**src/rtl/neuron_mac_accum.sv**
```systemverilog
// neuron_mac_accum: pipelined signed multiply-accumulate onto a bias, one result
// per packet, with saturate-or-wrap output, overflow flag and length-error flag.
module neuron_mac_accum #(
    parameter int DATA_W    = 8,
    parameter int WEIGHT_W  = 8,
    parameter int ACC_W     = 16,
    parameter int MAX_TERMS = 16,
    parameter bit SATURATE  = 1'b1
) (
    input  logic                clk,
    input  logic                rst_n,
    input  logic                in_valid,
    output logic                in_ready,
    input  logic [DATA_W-1:0]   in_data,
    input  logic [WEIGHT_W-1:0] in_weight,
    input  logic                in_last,
    input  logic [ACC_W-1:0]    bias,
    output logic                out_valid,
    input  logic                out_ready,
    output logic [ACC_W-1:0]    out_sum,
    output logic                out_ovf,
    output logic                out_len_err
);
    localparam int PROD_W = DATA_W + WEIGHT_W;
    localparam int BASE_W = (ACC_W > PROD_W) ? ACC_W : PROD_W;
    localparam int INT_W  = BASE_W + $clog2(MAX_TERMS) + 1;
    localparam int CNT_W  = $clog2(MAX_TERMS);

    localparam logic signed [INT_W-1:0] ACC_MAX =
        INT_W'((64'sd1 <<< (ACC_W - 1)) - 64'sd1);
    localparam logic signed [INT_W-1:0] ACC_MIN = ~ACC_MAX;

    typedef enum logic [1:0] {
        IDLE,
        ACCUM,
        DRAIN,
        HOLD
    } state_t;

    state_t state, state_d;

    logic             fire;
    logic             term_last;
    logic [CNT_W-1:0] beat_cnt;

    logic                     s1_valid;
    logic                     s1_first;
    logic                     s1_last;
    logic                     s1_len_err;
    logic signed [PROD_W-1:0] s1_prod;
    logic signed [ACC_W-1:0]  s1_bias;

    logic signed [INT_W-1:0] prod_ext;
    logic signed [INT_W-1:0] bias_ext;
    logic signed [INT_W-1:0] acc;
    logic                    s2_done;
    logic                    s2_len_err;

    logic             s3_done;
    logic             s3_ovf;
    logic             s3_len_err;
    logic [ACC_W-1:0] s3_sum;
    logic [ACC_W-1:0] sum_c;
    logic             ovf_c;

    assign fire      = in_valid && in_ready;
    // The MAX_TERMS-th beat closes the packet even without in_last.
    assign term_last = in_last || (beat_cnt == CNT_W'(MAX_TERMS - 1));
    assign out_valid = (state == HOLD);

    always_comb begin
        state_d = state;
        unique case (state)
            IDLE:  if (fire) state_d = term_last ? DRAIN : ACCUM;
            ACCUM: if (fire && term_last) state_d = DRAIN;
            DRAIN: if (s3_done) state_d = HOLD;
            HOLD:  if (out_ready) state_d = IDLE;
        endcase
    end

    always_ff @(posedge clk or negedge rst_n) begin
        if (!rst_n) begin
            state    <= IDLE;
            in_ready <= 1'b1;
        end else begin
            state    <= state_d;
            in_ready <= (state_d == IDLE) || (state_d == ACCUM);
        end
    end

    always_ff @(posedge clk or negedge rst_n) begin
        if (!rst_n) begin
            beat_cnt <= '0;
        end else if (fire) begin
            beat_cnt <= term_last ? '0 : beat_cnt + 1'b1;
        end
    end

    always_ff @(posedge clk or negedge rst_n) begin
        if (!rst_n) begin
            s1_valid   <= 1'b0;
            s1_first   <= 1'b0;
            s1_last    <= 1'b0;
            s1_len_err <= 1'b0;
            s1_prod    <= '0;
            s1_bias    <= '0;
        end else begin
            s1_valid <= fire;
            if (fire) begin
                s1_first   <= (state == IDLE);
                s1_last    <= term_last;
                s1_len_err <= term_last && !in_last;
                s1_prod    <= $signed(in_data) * $signed(in_weight);
                if (state == IDLE) s1_bias <= $signed(bias);
            end
        end
    end

    assign prod_ext = {{(INT_W - PROD_W){s1_prod[PROD_W-1]}}, s1_prod};
    assign bias_ext = {{(INT_W - ACC_W){s1_bias[ACC_W-1]}}, s1_bias};

    always_ff @(posedge clk or negedge rst_n) begin
        if (!rst_n) begin
            acc        <= '0;
            s2_done    <= 1'b0;
            s2_len_err <= 1'b0;
        end else begin
            s2_done <= s1_valid && s1_last;
            if (s1_valid) begin
                acc <= s1_first ? bias_ext + prod_ext : acc + prod_ext;
            end
            if (s1_valid && s1_last) s2_len_err <= s1_len_err;
        end
    end

    always_comb begin
        ovf_c = 1'b0;
        sum_c = acc[ACC_W-1:0];
        if (acc > ACC_MAX) begin
            ovf_c = 1'b1;
            if (SATURATE) sum_c = ACC_MAX[ACC_W-1:0];
        end else if (acc < ACC_MIN) begin
            ovf_c = 1'b1;
            if (SATURATE) sum_c = ACC_MIN[ACC_W-1:0];
        end
    end

    always_ff @(posedge clk or negedge rst_n) begin
        if (!rst_n) begin
            s3_done    <= 1'b0;
            s3_sum     <= '0;
            s3_ovf     <= 1'b0;
            s3_len_err <= 1'b0;
        end else begin
            s3_done <= s2_done;
            if (s2_done) begin
                s3_sum     <= sum_c;
                s3_ovf     <= ovf_c;
                s3_len_err <= s2_len_err;
            end
        end
    end

    // Result registers load only on entry to HOLD, so they stay put while stalled.
    always_ff @(posedge clk or negedge rst_n) begin
        if (!rst_n) begin
            out_sum     <= '0;
            out_ovf     <= 1'b0;
            out_len_err <= 1'b0;
        end else if (state == DRAIN && s3_done) begin
            out_sum     <= s3_sum;
            out_ovf     <= s3_ovf;
            out_len_err <= s3_len_err;
        end
    end

endmodule
```
**config.mk**
```make
export PLATFORM = sky130hd
export DESIGN_NAME = neuron_mac_accum
export DESIGN_NICKNAME = d
export VERILOG_FILES = /design/src/rtl/neuron_mac_accum.sv
export SDC_FILE = /design/constraint.sdc
export NUM_CORES = 1
export LEC_CHECK = 0
export CAP_MARGIN = 20
export CORE_ASPECT_RATIO = 0.6
export CORE_MARGIN = 5
export CORE_UTILIZATION = 41
export CTS_CLUSTER_DIAMETER = 150
export DETAILED_ROUTE_END_ITERATION = 16
export HOLD_SLACK_MARGIN = 0.02
export REMOVE_ABC_BUFFERS = 1
export SYNTH_ARGS = -nofsm -noshare
export SYNTH_HDL_FRONTEND = slang
export SYNTH_SLANG_ARGS = --single-unit
export TNS_END_PERCENT = 50
```
**constraint.sdc**
```tcl
create_clock -name clk -period 4.68 [get_ports clk]
set_input_delay 0.468 -clock clk [delete_from_list [all_inputs] [get_ports clk]]
set_output_delay 0.468 -clock clk [all_outputs]
set_load 0.01 [all_outputs]
```
[After elaboration in Yosys (flattened, before gate mapping)]
Index checks and enable logic that the tools add are counted.
Operators by class
  add/sub/neg operators: 3
  $mul: 1
  order comparisons: 2
  eq/ne operators: 5
  multiplexer cells: 12
  reduce and logical (&&, ||, !) cells: 11
Operators with widths (number)
  two-way mux 16 bit: 2
  adder 21 x 16 -> 21 bit: 1
  > comparator 21 x 16 -> 1 bit, second input constant: 1
  less-than comparator 21 x 16 -> 1 bit, second input constant: 1
  two-way mux 21 bit: 1
  adder 16 x 16 -> 17 bit: 1
  multiplier 8 x 8 -> 16 bit: 1
  two-way mux 2 bit: 5
  case mux 2 bit (4 select lines): 1
  logical AND 1 bit: 5
  adder 4 x 1 -> 4 bit, second input constant: 1
  == test 2 x 1 -> 1 bit, second input constant: 2
  == test 2 bit, second input constant: 2
  == test 4 bit, second input constant: 1
  zero test 2 bit: 2
  two-way mux 4 bit: 1
  logical OR 1 bit: 2
  two-way mux 1 bit: 2
  AND reduction 2 bit: 1
  zero test 1 bit: 1
Word-level totals
  register bits: 103
  output and inout port bits: 20

[Longest topological paths before layout]
  depth in word-level cells: 7
  mapped depth: 19

[Least setup slack after synthesis]
OpenSTA, ideal clock, no wires.
  kind: input -> register
  from: input in_data[3]
  to: register s1_prod[14]
  arrival time: 4.279 ns
  required time: 4.585 ns
  setup slack: 0.306 ns
  stages on the path: 18
  path buffers: 0
  cells stage by stage: and2_1 -> fa_1 -> inv_1 -> fa_1 -> inv_1 -> fa_1 -> inv_1 -> fa_1 -> inv_1 -> ha_1 -> o21ai_0 -> a21oi_1 -> o21ai_0 -> a21oi_1 -> o21ai_0 -> a211oi_1 -> nor3_1 -> o31ai_1
Between the ends
  longest elaborated chain between the ends: 1
Ends and longest elaborated chain
  from (decl): line 14  | input logic [DATA_W-1:0] in_data,
  multiplier 8 x 8 -> 16 bit: line 113  | s1_prod <= $signed(in_data) * $signed(in_weight);
  to (signal assigned): line 113
  to (decl): line 50  | logic signed [PROD_W-1:0] s1_prod;
Every way passes these cells.
A chain may end at the register's enable or synchronous reset.

[Worst setup path after layout]
  from: input in_data[4]
  to: register s1_prod[15]
Same word-level chain as after synthesis.

==> results.cfg <==
[routing]
avgViaCountPerCell = 4.97
drtPass1Iterations = 5
finalWirelength_mm = 18.5
post-route-drc-count = 0
dr.first_iter.drc_count = 274
vias = 6177
detail-route-antenna-nets = 0
wirelength_per_cell_um = 14.8

[cts]
clock_tree.root_cell = sky130_fd_sc_hd__clkbuf_16
cts_max_level = 3
cts.reportedPaths.clkPinSlew_ps = 70
clk_buf_depth = 2
tritoncts_clock_tree = built
cts_hold_buffers = 0
cts_sinks = 103
cts_buffers = 9
clkLatencyLatePin_ps = 360

[grt]
groute.layer.met2.usage_pct = 23.0
antenna_found_initial = 0
vias_in_the_first_global_route = 6218
grt_use_met3_pct = 3.81
gr-total-overflow = 0
use_met1_pct = 26.9
grt_max_degree = 74
total_routing_usage_reported_by_global_routing_pct = 16.7
grt_pass1_wl_mm = 31.4
gr-max-usage-layer = met1

[setup_path]
cp_common_cell = sky130_fd_sc_hd__fa_1
endpoint_kind = register
timing.critical_path.required_ps = 4910
path_cells = clkdlybuf4s50_1 -> buf_6 -> buf_4 -> and2_1 -> fa_1 -> fa_1 -> fa_1 -> inv_1 -> fa_1 -> inv_1 -> ha_1 -> or2_2 -> o22ai_2 -> o21ai_1 -> o41ai_2 -> xnor2_1 -> o21ai_1
crit_fanout = 5
critical_path_class = input pin to register
startpoint_type = input pin
slowest_stage = sky130_fd_sc_hd__fa_1
path_delay_family = adder cells
critical_path.max_stage_delay_ps = 550
critical_path_buf_inv_count = 5
data_arrival_critical_path_ps = 4730

[die]
fp.dieH_um = 120
placeableCoreArea_um2 = 19900
ios = 57
floorplan.die.width_um = 193
placementRows = 40
die-area_um2 = 23100
initial_cell_density_of_the_core_pct = 41.3

[timing]
tightestPinTransition_ps = 965
clock-skew-final_ps = 8.41
post-route-period-util_pct = 96.2
slew-limit-headroom_pct = 35.5
finalSetupTns_ps = 0
timing.final.max_slew_violations = 0
worst_slack_ps = 180
setup-violations-final = 0
max_freq_ghz = 0.222
finalHoldViolCount = 0
timing.final.crit_period_ps = 4500
worst_hold_slack_ps = 253
rsz0062_at_grt = yes

[pwr]
p_leak_uw = 0.00461
worst_ir_drop_vdd_v = 0.000291
power_density_nw_per_um2 = 717
p_total_uw = 7050

[finish]
fill_cells = 1922
layout-drive-gt1-share_pct = 15.0
antenna_diode_count = 0
layout.nets = 1126
synthToLayoutAreaGrowth_pct = 19.8

[synth]
synth_async_sr_flop_share_pct = 100
synthesis.area_um2 = 8220
netlist_top_cells_area = sky130_fd_sc_hd__dfrtp_1 31%, sky130_fd_sc_hd__fa_1 14%, sky130_fd_sc_hd__ha_1 10%
yosys_most_used_dff = sky130_fd_sc_hd__dfrtp_1
sequential_share_of_the_synthesized_area_pct = 31.4
synth_cell_type_count = 63
yosys.area.top_type_share_pct = 31.1
post_synth_inst_count = 860
synth.avg_cell_area_um2 = 9.55
synth-seq-cells = 103
ys.warnings.count = 0
synth_largest_area_cell = sky130_fd_sc_hd__dfrtp_1
number_of_enable_type_register_cells_in_the_synthesized_netlist = 0

[place]
gp_congestion = 0.839
count_of_buffers_from_port_buffering = 56
dp_slack_ps = -521
detailed_place_hpwl_mm = 14.6

[job]
cap_viol_max_count = 0

[outcome]
status = completed

[min_path]
path_type_of_the_worst_min_delay_path = input pin to async pin
sequential cells by signal, summed over array words and instances (netlist names), 2 cells and up:
name / flops
acc: 21
out_sum: 16
state: 2
s3_sum: 16
beat_cnt: 4
s1_prod: 16
s1_bias: 16
power by group:
group | total, µW | switching, µW | internal, µW
clock network | 766 | 346 | 420
registers | 1680 | 363 | 1320
logic | 4600 | 2380 | 2230
total | 7050 | 3090 | 3970
cell usage in the layout, fill, tap and decap left out, types with 3 or more instances in the layout:
cell                                n
sky130_fd_sc_hd__a211oi_1           3
sky130_fd_sc_hd__a21o_1             9
sky130_fd_sc_hd__a21o_2             3
sky130_fd_sc_hd__a21oi_1           82
sky130_fd_sc_hd__a21oi_2            5
sky130_fd_sc_hd__a31oi_1            5
sky130_fd_sc_hd__and2_1            41
sky130_fd_sc_hd__and3_1             4
sky130_fd_sc_hd__and3_2             3
sky130_fd_sc_hd__buf_4             60
sky130_fd_sc_hd__clkbuf_16          9
sky130_fd_sc_hd__clkdlybuf4s50_1   43
sky130_fd_sc_hd__dfrtp_1          102
sky130_fd_sc_hd__dlygate4sd2_1      3
sky130_fd_sc_hd__dlymetal6s2s_1     9
sky130_fd_sc_hd__fa_1              56
sky130_fd_sc_hd__ha_1              66
sky130_fd_sc_hd__inv_1            100
sky130_fd_sc_hd__mux2_2            38
sky130_fd_sc_hd__mux2i_1            4
sky130_fd_sc_hd__nand2_1           69
sky130_fd_sc_hd__nand2b_1           9
sky130_fd_sc_hd__nand3_1           11
sky130_fd_sc_hd__nor2_1            66
sky130_fd_sc_hd__nor2b_1            9
sky130_fd_sc_hd__nor3_1             7
sky130_fd_sc_hd__nor3b_1            3
sky130_fd_sc_hd__o211ai_1           9
sky130_fd_sc_hd__o21a_1             8
sky130_fd_sc_hd__o21ai_0           25
sky130_fd_sc_hd__o21ai_1            4
sky130_fd_sc_hd__o21ai_2            3
sky130_fd_sc_hd__o221ai_1           4
sky130_fd_sc_hd__o31ai_1            8
sky130_fd_sc_hd__or3_1              3
sky130_fd_sc_hd__xnor2_1           23
sky130_fd_sc_hd__xor2_1            16
synth_stat cells, drive strengths merged, types with 3 or more instances:
master,number
a31o,3
or3,3
o221ai,4
a21oi,87
nand2,69
mux2,38
fa,57
ha,66
and2,42
a211oi,4
and3,7
clkbuf,19
o31ai,8
nor2,66
inv,100
nand3,11
nor3b,3
mux2i,4
nor2b,10
o21ai,32
a31oi,5
o21a,8
buf,3
nor3,8
nand2b,10
xnor2,23
dfrtp,102
o31a,3
xor2,16
a21o,12
o211ai,10
worst reg2reg max path, delay by kind of cell, from the launching register on:
family | cells | cell delay, ps
AO/OA/AOI/OAI | 6 | 1790
adder cells (fa/ha/maj) | 2 | 580
buffers and inverters | 1 | 50
flip-flops | 1 | 400
AND/OR/NAND/NOR | 2 | 390
cell type report:
cell class	instances	area [µm²]	share of cell area (%)
clock buffers	11	233	2.36
clock inverters	5	63.8	0.648
inverters	100	375	3.81
multi-input cells	635	5210	52.9
flip-flops and latches	103	2580	26.2
well taps	273	342	3.47
repair buffers	117	1040	10.6
per-layer routing:
metal,up-vias,share of wire (%)
li1,3121,-
met1,2942,55
met2,103,40
met3,11,4.4
met4,0,0.67
met5,-,0
stage by stage:
step                      instance area (µm²)  instances  utilization (%)
final                                    9840       1244             49.5
after global routing                     9840       1244             49.5
after CTS                                9740       1240             49.0
after detailed placement                 9420       1222             47.4
after global placement                   9420       1222             47.4
after floorplan                          8100        838                -
logic make-up after synthesis:
family                     count (synthesis)  synth area share [%]
adders and majority gates                123                  23.9
AOI/OAI and AO/OA                        190                  14.5
xor gates and xnor gates                  39                  4.16
and+or+nand+nor                          241                  14.3
buffers and inverters                    122                  6.00
muxes                                     42                  5.70
DFF                                      103                  31.4
timing repair:
item / in CTS / in global routing
buffers inserted: 2 / 3
gates resized for setup: 8 / 25
setup endpoints to repair: 2 / 6
pin swaps: 5 / 11
final timing paths:
kind / start / end / slack, ps / depth (start not counted)
hold reg to reg: s1_last / s1_last / 490 / 1
setup / recovery: in_data[4] / s1_prod[15] / 180 / 17
min in group clk: s1_last / s1_last / 490 / 1
max in group asynchronous: rst_n / in_ready / 3440 / 2
hold / removal: rst_n / s1_bias[15] / 250 / 1
setup reg to reg: s1_prod[0] / acc[17] / 1370 / 11
No activity file was read; power rests on OpenSTA's default activity.
